**src/rtl/hc02_tester_pkg.sv**
```systemverilog
// hc02_tester_pkg: FSM states, vector ROM and shared constants for the 74HC02 exerciser.
package hc02_tester_pkg;

    typedef enum logic [2:0] {IDLE, DRIVE, SETTLE, SAMPLE, FINISH} state_t;

    localparam int NUM_VEC = 6;
    localparam logic [2:0] NO_FAIL = 3'd7;

    // Vectors 4 and 5 alternate adjacent gates to expose output shorts.
    localparam logic [0:5][3:0] VEC_A = {4'b0000, 4'b0000, 4'b1111, 4'b1111, 4'b0101, 4'b1010};
    localparam logic [0:5][3:0] VEC_B = {4'b0000, 4'b1111, 4'b0000, 4'b1111, 4'b0000, 4'b0000};
    localparam logic [0:5][3:0] VEC_Y = {4'b1111, 4'b0000, 4'b0000, 4'b0000, 4'b1010, 4'b0101};

endpackage

```
**src/rtl/hc02_tester_sync_nff.sv**
```systemverilog
// sync_nff: multi-flop synchronizer bringing the asynchronous device outputs into the clk domain.
module sync_nff #(
    parameter int W      = 4,
    parameter int STAGES = 2
) (
    input  logic         clk,
    input  logic         rst,
    input  logic [W-1:0] d,
    output logic [W-1:0] q
);

    logic [W*STAGES-1:0] r;

    always_ff @(posedge clk or posedge rst) begin
        if (rst) r <= '0;
        else     r <= {r[W*(STAGES-1)-1:0], d};
    end

    assign q = r[W*STAGES-1 -: W];

endmodule

```
**src/rtl/hc02_tester.sv**
```systemverilog
// hc02_tester: drives NOR test vectors into a 74HC02, samples its outputs after settling
// and reports per-gate failures and the first failing vector.
module hc02_tester
    import hc02_tester_pkg::*;
#(
    parameter int SETTLE_CYCLES = 4,
    parameter int SYNC_STAGES   = 2
) (
    input  logic       clk,
    input  logic       rst,
    input  logic       start,
    output logic [3:0] a_out,
    output logic [3:0] b_out,
    input  logic [3:0] y_in,
    output logic       busy,
    output logic       done,
    output logic       pass,
    output logic [3:0] fail_mask,
    output logic [2:0] fail_vec
);

    state_t     state, state_n;
    logic [2:0] idx, idx_n;
    logic [7:0] cnt;
    logic [3:0] y_sync, err;

    sync_nff #(.W(4), .STAGES(SYNC_STAGES)) u_sync (.clk(clk), .rst(rst), .d(y_in), .q(y_sync));

    assign err = y_sync ^ VEC_Y[idx];

    always_comb begin
        state_n = state;
        idx_n   = idx;
        case (state)
            IDLE:    if (start && !done) begin
                         state_n = DRIVE;
                         idx_n   = 3'd0;
                     end
            DRIVE:   state_n = SETTLE;
            SETTLE:  state_n = (cnt == 8'(SETTLE_CYCLES - 1)) ? SAMPLE : SETTLE;
            SAMPLE:  if (idx == 3'(NUM_VEC - 1)) state_n = FINISH;
                     else begin
                         state_n = DRIVE;
                         idx_n   = idx + 3'd1;
                     end
            FINISH:  state_n = IDLE;
            default: state_n = IDLE;
        endcase
    end

    // Pins load on entry to DRIVE so the DRIVE cycle already counts toward settling.
    always_ff @(posedge clk or posedge rst) begin
        if (rst) begin
            state     <= IDLE;
            idx       <= 3'd0;
            cnt       <= 8'd0;
            a_out     <= 4'd0;
            b_out     <= 4'd0;
            busy      <= 1'b0;
            done      <= 1'b0;
            pass      <= 1'b0;
            fail_mask <= 4'd0;
            fail_vec  <= NO_FAIL;
        end else begin
            state <= state_n;
            idx   <= idx_n;
            cnt   <= (state == SETTLE) ? cnt + 8'd1 : 8'd0;
            busy  <= state_n != IDLE;
            done  <= state == FINISH;
            a_out <= (state_n == DRIVE) ? VEC_A[idx_n] : (state_n == SETTLE || state_n == SAMPLE) ? a_out : 4'd0;
            b_out <= (state_n == DRIVE) ? VEC_B[idx_n] : (state_n == SETTLE || state_n == SAMPLE) ? b_out : 4'd0;
            if (state == IDLE && state_n == DRIVE) begin
                pass      <= 1'b0;
                fail_mask <= 4'd0;
                fail_vec  <= NO_FAIL;
            end
            if (state == SAMPLE) begin
                fail_mask <= fail_mask | err;
                if (err != 4'd0 && fail_vec == NO_FAIL) fail_vec <= idx;
            end
            if (state == FINISH) pass <= fail_mask == 4'd0;
        end
    end

endmodule

```
**config.mk**
```make
export PLATFORM = sky130hd
export DESIGN_NAME = hc02_tester
export DESIGN_NICKNAME = d
export VERILOG_FILES = /design/src/rtl/hc02_tester_pkg.sv /design/src/rtl/hc02_tester_sync_nff.sv /design/src/rtl/hc02_tester.sv
export SDC_FILE = /design/constraint.sdc
export NUM_CORES = 1
export LEC_CHECK = 0
export ABC_AREA = 1
export BUFFER_PORTS_ARGS = -buffer_cell sky130_fd_sc_hd__buf_2
export CORE_ASPECT_RATIO = 1.25
export CORE_MARGIN = 3
export CORE_UTILIZATION = 27
export CTS_CLUSTER_DIAMETER = 80
export DETAILED_ROUTE_END_ITERATION = 8
export SKIP_CTS_REPAIR_TIMING = 1
export SLEW_MARGIN = 0
export SYNTH_ARGS = -nofsm -noshare
export SYNTH_HDL_FRONTEND = slang
export SYNTH_SLANG_ARGS = --single-unit
```
**constraint.sdc**
```tcl
create_clock -name clk -period 1.3 [get_ports clk]
set_input_delay 0.065 -clock clk [delete_from_list [all_inputs] [get_ports clk]]
set_output_delay 0.065 -clock clk [all_outputs]
set_load 0.05 [all_outputs]
```
# Word-level counts from Yosys, hierarchy flattened
# Memories as Yosys holds them, arrays and structs flattened.
# Cells that the tools add are included.
totals:
  regBits: 40
  mem_bits_ro: 96
  inputBits: 7
  output_inout_bits: 18
  elab_cells: 68
  mem_count: 3
memory_table:
  columns: ["memory", "depth", "word_bits", "rd", "rd_clocked_by_memory_dff", "write_ports", "line_no", "source"]
  rows:
  - ["(no name shown)", 8, 4, 1, 0, 0, "hc02_tester.sv:71", "b_out <= (state_n == DRIVE) ? VEC_B[idx_n] : (state_n == SETTLE || state_n == SAMPLE) ? b_out : 4'd0;"]
  - ["(no name shown)", 8, 4, 1, 0, 0, "hc02_tester.sv:70", "a_out <= (state_n == DRIVE) ? VEC_A[idx_n] : (state_n == SETTLE || state_n == SAMPLE) ? a_out : 4'd0;"]
  - ["(no name shown)", 8, 4, 1, 0, 0, "hc02_tester.sv:29", "assign err = y_sync ^ VEC_Y[idx];"]
classes:
  add_sub_neg: 2
  magnitude_cmp: 2
  n_eq_ne: 11
  n_mux: 24
  n_bitwise: 4
  reduce_logical: 11
ops:
  columns: ["cell", "count"]
  rows:
  - ["two-way mux 4 bit", 11]
  - ["two-way mux 3 bit", 7]
  - ["equality test 3 x 2 -> 1 bit (second input constant)", 4]
  - ["one-hot mux 3 bit (4 select lines)", 1]
  - ["equality test 3 bit (second input constant)", 3]
  - ["adder 8 x 1 -> 8 bit (second input constant)", 1]
  - ["equality test 8 x 2 -> 1 bit (second input constant)", 1]
  - ["greater-or-equal comparator 4 bit (second input constant)", 2]
  - ["two-way mux 8 bit", 1]
  - ["NOT 3 -> 4 bit", 2]
  - ["equality test 3 x 1 -> 1 bit (second input constant)", 2]
  - ["one-hot mux 3 bit (2 select lines)", 1]
  - ["logical NOT 4 bit", 1]
  - ["OR 4 bit", 1]
  - ["nonzero test 2 bit", 2]
  - ["nonzero test 4 bit", 1]
  - ["XOR 4 bit", 1]
  - ["adder 3 x 1 -> 3 bit (second input constant)", 1]
  - ["logical AND 1 bit", 3]
  - ["logical NOT 3 bit", 1]
  - ["two-way mux 1 bit", 3]
  - ["nonzero test 3 bit", 1]
  - ["!= test 2 x 1 -> 1 bit (second input constant)", 1]
  - ["logical NOT 1 bit", 1]
  - ["logical OR 1 bit", 1]

# Depth between registers and ports, before layout
# Gate-level depths: netlist (run 1).
depth:
  depth_word: 9
  mapped_depth: 12

# By module
# A second synthesis (run 1) with hierarchy kept.
unflattened:
  hier_cells: 201
  area_unflattened_um2: 1669.1
by_module_without_submodules:
  columns: ["module", "instances", "cells_per_inst", "area_each_um2"]
  rows:
  - ["hc02_tester", 1, 188, 1435.1]
  - ["sync_nff", 1, 13, 234.0]

# Worst setup path before layout (run 1)
# Ideal clock, no wire load.
synth_timing:
  kind: "reg-to-reg"
  startpoint: "register done"
  endpoint: "register a_out[1]"
  setup_time_ns: 0.118
  arrival_ns: 1.267
  required_ns: 1.182
  setup_slack_ns: -0.084
  stages_incl_launch_ff: 9
  path_buffers: 0
  synth_period_minus_slack_ns: 1.384
  cell_sequence: "dfrtp_1 > nor2_1 > nand3_2 > nand2_2 > nand2_1 > nand2_1 > nand2_1 > nand3_1 > nand2_1"
synth_between:
  elab_chain_cells: 9
synth_lines:
  columns: ["item", "line_no", "source"]
  rows:
  - ["from (decl)", "hc02_tester.sv:16", "output logic done,"]
  - ["from (signal assigned)", "hc02_tester.sv:60", "done <= 1'b0;"]
  - ["from (signal assigned)", "hc02_tester.sv:69", "done <= state == FINISH;"]
  - ["logical NOT 1 bit (*)", "hc02_tester.sv:35", "IDLE: if (start && !done) begin"]
  - ["logical AND 1 bit (*)", "hc02_tester.sv:35", null]
  - ["two-way mux 3 bit", "hc02_tester.sv:35", null]
  - ["one-hot mux 3 bit (2 select lines)", "hc02_tester.sv:34", "case (state)"]
  - ["NOT 3 -> 4 bit (not written as such)", "hc02_tester.sv:70", null]
  - ["memory (8 x 4 bit)", null, null]
  - ["two-way mux 4 bit (not written as such) (2 in a row)", "hc02_tester.sv:70", null]
  - ["two-way mux 4 bit", "hc02_tester.sv:70", null]
  - ["to (signal assigned)", "hc02_tester.sv:70", null]
  - ["to (decl)", "hc02_tester.sv:12", "output logic [3:0] a_out,"]
# Every way passes the cells marked *; elsewhere a longest branch is shown, timed or not. The select of a mux whose other input is x is not followed.
# A chain may end at the register's enable or synchronous reset.

# Worst setup path after layout (run 1)
layout_timing:
  startpoint: "register idx[1]"
  endpoint: "register a_out[2]"
layout_between:
  elab_chain_cells: 8
layout_lines:
  columns: ["item", "line_no", "source"]
  rows:
  - ["from (decl)", "hc02_tester.sv:23", "logic [2:0] idx, idx_n;"]
  - ["from (signal assigned)", "hc02_tester.sv:66", "idx <= idx_n;"]
  - ["adder 3 x 1 -> 3 bit / equality test 3 bit (equally long branches)", "hc02_tester.sv:44, hc02_tester.sv:41", null]
  - ["two-way mux 3 bit", "hc02_tester.sv:41", "SAMPLE: if (idx == 3'(NUM_VEC - 1)) state_n = FINISH;"]
  - ["one-hot mux 3 bit (2 select lines)", "hc02_tester.sv:34", null]
  - ["NOT 3 -> 4 bit (not written as such)", "hc02_tester.sv:70", null]
  - ["memory (8 x 4 bit)", null, null]
  - ["two-way mux 4 bit (not written as such) (2 in a row)", "hc02_tester.sv:70", null]
  - ["two-way mux 4 bit", "hc02_tester.sv:70", null]
# Parallel ways exist; a longest one is shown, timed or not. The select of a mux whose other input is x is not followed.

==> results of run 1 <==
## cell type report
class,count,area (µm²),share of cell area
flip-flops and latches,35,882,0.409
well taps,66,82.6,0.0383
repair buffers,46,302,0.140
clock buffers,8,100,0.0464
multi-input cells,128,698,0.323
inverters,25,93.8,0.0435
## registers in the layout, summed over array words and instances (netlist names)
name,flops
busy,1
done,1
state,3
b_out,1
cnt,8
fail_vec,3
idx,3
fail_mask,4
pass,1
a_out,2
u_sync.r,8
## per-layer routing
metal	GRT usage	part of all wire	vias to the layer above
met5	0	0	-
met4	0.0525	0.031	0
met3	0.0326	0.038	11
met2	0.163	0.52	23
met1	0.119	0.41	610
li1	-	-	698
## how the worst max path moves through the flow
stage | start | end | cells past startpoint
after CTS | idx[1] | a_out[2] | 11
after global placement | idx[1] | a_out[2] | 11
after global routing | idx[0] | fail_vec[2] | 12
after detailed placement | idx[1] | a_out[2] | 11
final | idx[1] | a_out[2] | 11
after floorplan | idx[0] | fail_vec[0] | 12
## synth_stat cells, drive strengths merged (2+ instances only)
master	n
nor3	2
nand2	56
inv	24
nand3	19
nor2	23
or2	3
o21ai	8
ha	4
dfrtp	32
a21oi	6
buf	5
nand3b	4
nand4	2
dfstp	3
## cells by family (layout without fill, tap and decap cells)
logic type,after synthesis,count (layout),share of synthesized area
flip-flops,35,35,0.540
AO/OA/AOI/OAI,14,14,0.0430
buffers and inverters,30,79,0.0807
AND/OR/NAND/NOR,110,110,0.305
adder cells (fa/ha/maj),4,4,0.0307
## critical path: stages (launching register included)
cell     delay, ns
dfrtp_1       0.40
buf_6         0.12
ha_2          0.17
inv_1         0.05
nand2_1       0.05
nand3_1       0.08
nand2_1       0.08
nand2_1       0.06
nor2_2        0.13
nand2_2       0.07
nand3_1       0.07
nand2_1       0.05
## through the flow
stage	area, µm²	setup TNS [ns]	hold WS, ns	utilization
detailed placement	1900	-1.07	0.177	0.327
floorplan	1630	-0.0424	0.0964	-
finish	2160	-0.584	0.340	0.371
global route	2160	-1.91	0.367	0.371
CTS	2000	-1.22	-0.124	0.344
global placement	1900	-0.714	0.176	0.327
## power by group
group	leakage, µW	internal [µW]	total, µW	switching, µW
clock	0.0000515	483	862	378
combinational	0.000612	399	1210	808
sequential	0.000437	1220	1320	101
total	0.00110	2100	3390	1290
==> impl_metrics.tcl, run 1 <==
set metrics [dict create \
    status "finished, violations left" \
    violations "negative setup slack" \
    clock_path_buffers 2 \
    drtPass1Iterations 4 \
    place_ws_ns -0.161 \
    final_cells 308 \
    synth.area.top_cells "dfrtp_1 49%, nand2_1 12%, nand3_1 5.5%" \
    wire_per_inst_um 11.0 \
    layout_commonest_cell "nand2_1" \
    layout-drive-gt1-share 0.355 \
    worst_pin_slew_ns 0.441 \
    drc 0 \
    start_util 0.280 \
    setup_viol 8 \
    setup_ws_ns -0.145 \
    synth_top_area_cell "dfrtp_1" \
    path_max_fanout 3 \
    portBuffers 24 \
    final_nets 252 \
    post-dp-hpwl_um 2390 \
    vdd_drop_max_mv 0.638 \
    power.density_nw_per_um2 1570 \
    h-tree-depth 2 \
    hold_viol 0 \
    gp_congestion 0.780 \
    via_count 1342 \
    power.leakage_uw 0.00110 \
    ys_ff_latch 35 \
    cts.sinks 35 \
    synth_edf_count 0 \
    syn_inst 193 \
    min_path_cells 6 \
    yosysWarnings 0 \
    grt_pass1_wl_um 5420 \
    chipWidth_um 75.5 \
    drtAntennaViolNets 0 \
    critical_path_class "register to register" \
    clk_latency_ns 0.29 \
    yosys_most_used_dff "dfrtp_1" \
    wirelength_um 3380 \
    synth-seq-area-share 0.540 \
    dr.first_iter.drc_count 50 \
    mostFrequentLayoutCells "46 x nand2_1, 30 x dfrtp_1, 24 x buf_2" \
    final-max-slew-violation-count 0 \
    max_cap_viol_count 0 \
    cts_made_buffers 5 \
    cp-start-kind "register" \
    die_y_um 92.8 \
    num_io_pins 25 \
    synth_area_um2 1630 \
    place_inst 292 \
    area_growth_pct 32.6 \
    hold-path-endpoint "fail_mask[1]" \
    fin_skew_ns 0.00815 \
    power.total_uw 3390 \
    rows 31 \
    clk_pin_slew_ns 0.07 \
    grt_overflow_total 0 \
    r2r_cells 11 \
    rrSetupSlack_ns -0.14 \
    synth_nets 204 \
    diodes 0 \
    finalCriticalPeriod_ns 1.44 \
    synth_top_area_frac 0.492 \
    min_from "start" \
    yosysUniqueCellTypes 21 \
    synth_area_per_cell_um2 8.43 \
    grt.total_usage 0.102 \
    via_per_inst 4.36 \
    hp-class "input port to register" \
    cts_tree "yes" \
    grt_pass1_vias 1272 \
    grt_max_degree 36 \
    reg2reg_to "a_out[2]" \
    worstPathArrival_ns 1.62 \
    n_fill_cell 595 \
    max_freq_mhz 692 \
    endpoint_kind "register" \
    core_area_um2 5820 \
    worstPathRequired_ns 1.48 \
    rsz0062_at_grt "true" \
    slew_headroom 0.706 \
    synthArstFlopShare 1.00 \
    antenna_found_initial 0 \
    dieArea_um2 7000 \
    root_buffer "clkbuf_8" \
    min_period_over_period 1.11 \
    r2r-start "idx[1]" \
]
Power figures use the tool's default switching activity.
==> run 2: changes to the inputs <==
==> constraint.sdc (replaced) <==
create_clock -name clk -period 1.3 [get_ports clk]
set_input_delay 0.26 -clock clk [delete_from_list [all_inputs] [get_ports clk]]
set_output_delay 0.26 -clock clk [all_outputs]
set_load 0.05 [all_outputs]
==> impl_metrics.tcl, run 2 (same netlist as run 1, synthesis figures left out) <==
set metrics [dict create \
    clk_latency_ns 0.29 \
    layout-drive-gt1-share 0.432 \
    die_y_um 92.8 \
    wire_per_inst_um 11.1 \
    grt_pass1_wl_um 5490 \
    slew_headroom 0.826 \
    crit_path_frequent_cell "nand2_1" \
    rsz0062_at_grt "true" \
    hp-class "input port to async pin" \
    cp-start-kind "register" \
    r2r_cells 12 \
    dr.first_iter.drc_count 35 \
    gp_congestion 0.780 \
    critical_path_class "register to register" \
    post-dp-hpwl_um 2380 \
    cts_tree "yes" \
    setup_viol 9 \
    violations "negative hold slack, negative setup slack" \
    hold_slack_ns -0.00140 \
    rows 31 \
    path_max_fanout 5 \
    chipWidth_um 75.5 \
    power.total_uw 3490 \
    status "finished, violations left" \
    n_fill_cell 578 \
    setup_ws_ns -0.125 \
    worstPathRequired_ns 1.54 \
    max_cap_viol_count 0 \
    worst_pin_slew_ns 0.258 \
    via_count 1362 \
    grt_max_degree 36 \
    cts.sinks 35 \
    num_io_pins 25 \
    grt_pass1_vias 1284 \
    vdd_drop_max_mv 0.488 \
    cp_slowest_cell "dfrtp_1" \
    max_freq_mhz 702 \
    wirelength_um 3390 \
    endpoint_kind "register" \
    drtAntennaViolNets 0 \
    final_nets 252 \
    root_buffer "clkbuf_8" \
    drtPass1Iterations 4 \
    grt.total_usage 0.102 \
    dieArea_um2 7000 \
    via_per_inst 4.44 \
    max_stage_delay_ns 0.43 \
    clock_path_buffers 2 \
    regArea_um2 885 \
    multiInputGateArea_um2 756 \
    mostFrequentLayoutCells "40 x nand2_1, 28 x dfrtp_1, 20 x buf_2" \
    final-max-slew-violation-count 0 \
    place_ws_ns -0.171 \
    min_period_over_period 1.10 \
    largestRegisters "cnt x8, u_sync.r x8, fail_mask x4" \
    start_util 0.280 \
    layout_commonest_cell "nand2_1" \
    diodes 0 \
    antenna_found_initial 0 \
    fin_skew_ns 0.00389 \
    power.density_nw_per_um2 1560 \
    finalCriticalPeriod_ns 1.43 \
    cts_made_buffers 5 \
    clk_pin_slew_ns 0.07 \
    r2r-start "idx[1]" \
    hold_viol 2 \
    grt_overflow_total 0 \
    worstPathArrival_ns 1.66 \
    crit_start "idx[1]" \
    h-tree-depth 2 \
    drc 0 \
    core_area_um2 5820 \
    power.leakage_uw 0.00113 \
    area_growth_pct 37.7 \
    portBuffers 24 \
    critical_path.cell_chain "inv_2, ha_4, inv_2, nand2_4, nand2_2, nand2_1, nand2_1, nor2_1, nand2_1, nand3_1, nand2_1, inv_1" \
]
[run 2: changes by cell type in the layout (fill, tap and decap cells not counted), moves of 4 or more]
cell | before | now
dlygate4sd3_1 | 5 | 0
nand2_2 | 7 | 13
buf_6 | 1 | 7
nand2_1 | 46 | 40
buf_2 | 24 | 20
[run 2: worst paths after layout]
kind,endpoint,slack (ns)
min in group clk,u_sync.r[0],0.08
max in group asynchronous,fail_vec[1],1.04
worst min-delay path,u_sync.r[0],-0.001
worst max-delay path,fail_vec[1],-0.13
worst max register to register,fail_vec[1],-0.13
worst min register to register,u_sync.r[5],0.35
[run 2: area by class of cell]
| cell class | count | share of cell area |
|---|---|---|
| Clock inverter | 1 | 0.00223 |
| Timing Repair Buffer | 46 | 0.149 |
| Multi-Input combinational cell | 128 | 0.337 |
| Tap cell | 66 | 0.0369 |
| Inverter | 25 | 0.0430 |
| Clock buffer | 6 | 0.0369 |
| Sequential cell | 35 | 0.395 |
[run 2: report_power, final]
part	total, µW	switching (µW)	internal (µW)	leakage [µW]
sequential	1330	112	1220	0.000434
clock	800	385	415	0.0000470
combinational	1360	860	500	0.000648
total	3490	1360	2140	0.00113
[run 2: metal layers]
| metal | vias up | GRT usage | part of all wire |
|---|---|---|---|
| li1 | 695 | - | - |
| met1 | 643 | 0.117 | 0.42 |
| met2 | 17 | 0.169 | 0.52 |
| met3 | 7 | 0.0326 | 0.038 |
| met4 | 0 | 0.0481 | 0.021 |
| met5 | - | 0 | 0 |
[run 2: through the flow]
step           TNS [ns]  area [µm²]  utilization  cells
2_1_floorplan   -0.0424        1630            -    193
3_3_place_gp     -0.739        1910        0.329    292
3_5_place_dp      -1.12        1910        0.329    292
4_1_cts           -1.53        2000        0.344    299
5_1_grt           -2.04        2240        0.385    307
6_report         -0.896        2240        0.385    307
[run 2: worst max-delay path, delay by kind of cell, from the launching register on]
family / cells / cell delay (ns)
simple gates: 8 / 0.57
flops: 1 / 0.43
buf+inv: 3 / 0.21
fa+ha+maj: 1 / 0.15
==> run 3: changes to the inputs <==
Settings changed: CORE_ASPECT_RATIO 1.25 to unset, SYNTH_HIERARCHICAL set to 1.
==> impl_metrics.tcl, run 3 <==
set metrics [dict create \
    status "finished, violations left" \
    violations "negative setup slack" \
    regArea_um2 883 \
    synth-seq-area-share 0.527 \
    power.density_nw_per_um2 1550 \
    root_buffer "clkbuf_8" \
    final.setup.tns_ns -0.235 \
    critical_path.cell_chain "inv_2, ha_4, nand2_4, nand2_2, nand2_1, nand2_2, nor2_1, nand2_1, nand3_1, nand2_1, inv_1" \
    via_per_inst 4.20 \
    multiInputGateArea_um2 678 \
    clk_pin_slew_ns 0.07 \
    synth_top_area_cell "dfrtp_1" \
    rsz0062_at_grt "true" \
    antenna_found_initial 0 \
    mostFrequentLayoutCells "44 x nand2_1, 29 x dfrtp_1, 22 x inv_1" \
    grt_overflow_total 0 \
    synth_top_area_frac 0.480 \
    crit_path_frequent_cell "nand2_1" \
    grt.total_usage 0.0963 \
    layout-drive-gt1-share 0.369 \
    ys_top_cells_by_count "51 x nand2_1, 32 x dfrtp_1, 25 x inv_1, 22 x nor2_1, 21 x nand3_1" \
    yosys_most_used_dff "dfrtp_1" \
    chipWidth_um 84.6 \
    rows 28 \
    final-max-slew-violation-count 0 \
    largestRegisters "cnt x8, u_sync/r x8, fail_mask x4" \
    max_stage_delay_ns 0.41 \
    start_util 0.280 \
    grt_pass1_wl_um 5580 \
    synth_edf_count 0 \
    path_max_fanout 5 \
    grt_max_degree 28 \
    ys_ff_latch 35 \
    post-dp-hpwl_um 2500 \
    yosysMostFrequentCell "nand2_1" \
    vdd_drop_max_mv 0.610 \
    worst_pin_slew_ns 0.359 \
    dieArea_um2 7160 \
    hold_viol 0 \
    cp_slowest_cell "dfrtp_2" \
    setup_viol 5 \
    worstPathArrival_ns 1.57 \
    drtAntennaViolNets 0 \
    grt_pass1_vias 1274 \
    cp-start-kind "register" \
    core_area_um2 5960 \
    layout_commonest_cell "nand2_1" \
    critical_path_class "register to register" \
    worstPathRequired_ns 1.52 \
    via_count 1339 \
    dr.first_iter.drc_count 34 \
    area_growth_pct 28.3 \
    cts_made_buffers 5 \
    wirelength_um 3350 \
    cts.sinks 35 \
    num_io_pins 25 \
    n_fill_cell 645 \
    setup_ws_ns -0.0532 \
    yosysUniqueCellTypes 21 \
    clk_latency_ns 0.28 \
    place_ws_ns -0.111 \
    h-tree-depth 2 \
    finalCriticalPeriod_ns 1.35 \
    power.leakage_uw 0.00110 \
    clock_path_buffers 2 \
    wire_per_inst_um 10.5 \
    hp-class "input port to register" \
    synth.area.top_cells "dfrtp_1 48%, nand2_1 11%, nand3_1 6.3%" \
    synth_area_um2 1670 \
    yosysWarnings 6 \
    die_y_um 84.6 \
    fin_skew_ns 0.0110 \
    synth_nets 212 \
    min_period_over_period 1.04 \
    endpoint_kind "register" \
    synthArstFlopShare 1.00 \
    final_nets 254 \
    diodes 0 \
    max_freq_mhz 739 \
    portBuffers 24 \
    slew_headroom 0.761 \
    cts_tree "yes" \
    drtPass1Iterations 4 \
    gp_congestion 0.775 \
    syn_inst 201 \
    synth_area_per_cell_um2 8.30 \
    drc 0 \
    max_cap_viol_count 0 \
]
-- run 3: cell count changes in the layout (fill, tap and decap cells not counted), moves of 2 or more --
cell	before	now
ha_4	3	1
nand3_2	6	1
nand3_1	13	21
inv_1	16	22
o21ai_2	3	0
nand2_4	3	1
ha_2	0	2
nor2_2	3	5
buf_6	7	3
buf_4	17	19
a21oi_2	0	2
a21oi_1	6	4
nand2_1	40	44
nand3b_1	4	1
-- run 3: cell type report --
cell class	count	share of cell area
tap	75	0.0438
multi-input combinational	128	0.317
sequential	35	0.413
clock buffer	6	0.0339
clock inverter	2	0.00584
inverter	29	0.0508
timing repair buffer	44	0.136
-- run 3: final timing paths --
check / from / end / slack, ns / cells after the start
min in group asynchronous: rst / u_sync/r[0] / 0.47 / 3
worst min register to register: u_sync/r[2] / u_sync/r[6] / 0.35 / 0
worst max register to register: idx[0] / fail_vec[0] / -0.05 / 11
worst min-delay path: y_in[0] / u_sync/r[0] / 0.09 / 1
worst max-delay path: idx[0] / fail_vec[0] / -0.05 / 11
max in group asynchronous: rst / fail_vec[1] / 0.40 / 4
-- run 3: worst max-delay path, delay by kind of cell (launching register included) --
family,cells,cell delay [ns]
adder cells (fa/ha/maj),1,0.17
buffers and inverters,2,0.10
flip-flops,1,0.41
AND/OR/NAND/NOR,8,0.59
-- run 3: per-layer routing --
| layer | wire [µm] | GRT usage | up-vias |
|---|---|---|---|
| li1 | - | - | 701 |
| met1 | 1710 | 0.133 | 604 |
| met2 | 1420 | 0.147 | 32 |
| met3 | 196 | 0.0285 | 2 |
| met4 | 20 | 0.0259 | 0 |
| met5 | 0 | 0 | - |
-- run 3: kinds of logic (layout without fill, tap and decap cells) --
kind of cell               Yosys count  after routing  share of synthesized area
and+or+nand+nor                    111            111                      0.298
adders and majority gates            4              4                     0.0300
AOI/OAI and AO/OA                   13             13                     0.0390
buffers and inverters               38             81                      0.106
DFF                                 35             35                      0.527
-- run 3: stage by stage --
stage          cell area, µm²   util  std cells  power, µW  hold slack (ns)
2_1_floorplan            1680      -        201       2170           0.0757
3_3_place_gp             1940  0.326        307       2460            0.213
3_5_place_dp             1940  0.326        307       2470            0.218
4_1_cts                  2030  0.340        315       3240          -0.0805
5_1_grt                  2140  0.359        319       3530           0.0734
6_report                 2140  0.359        319       3320           0.0868
-- run 3: report_power, final --
group / switching [µW] / internal [µW]
Clock: 387 / 374
Sequential: 103 / 1220
Combinational: 816 / 419
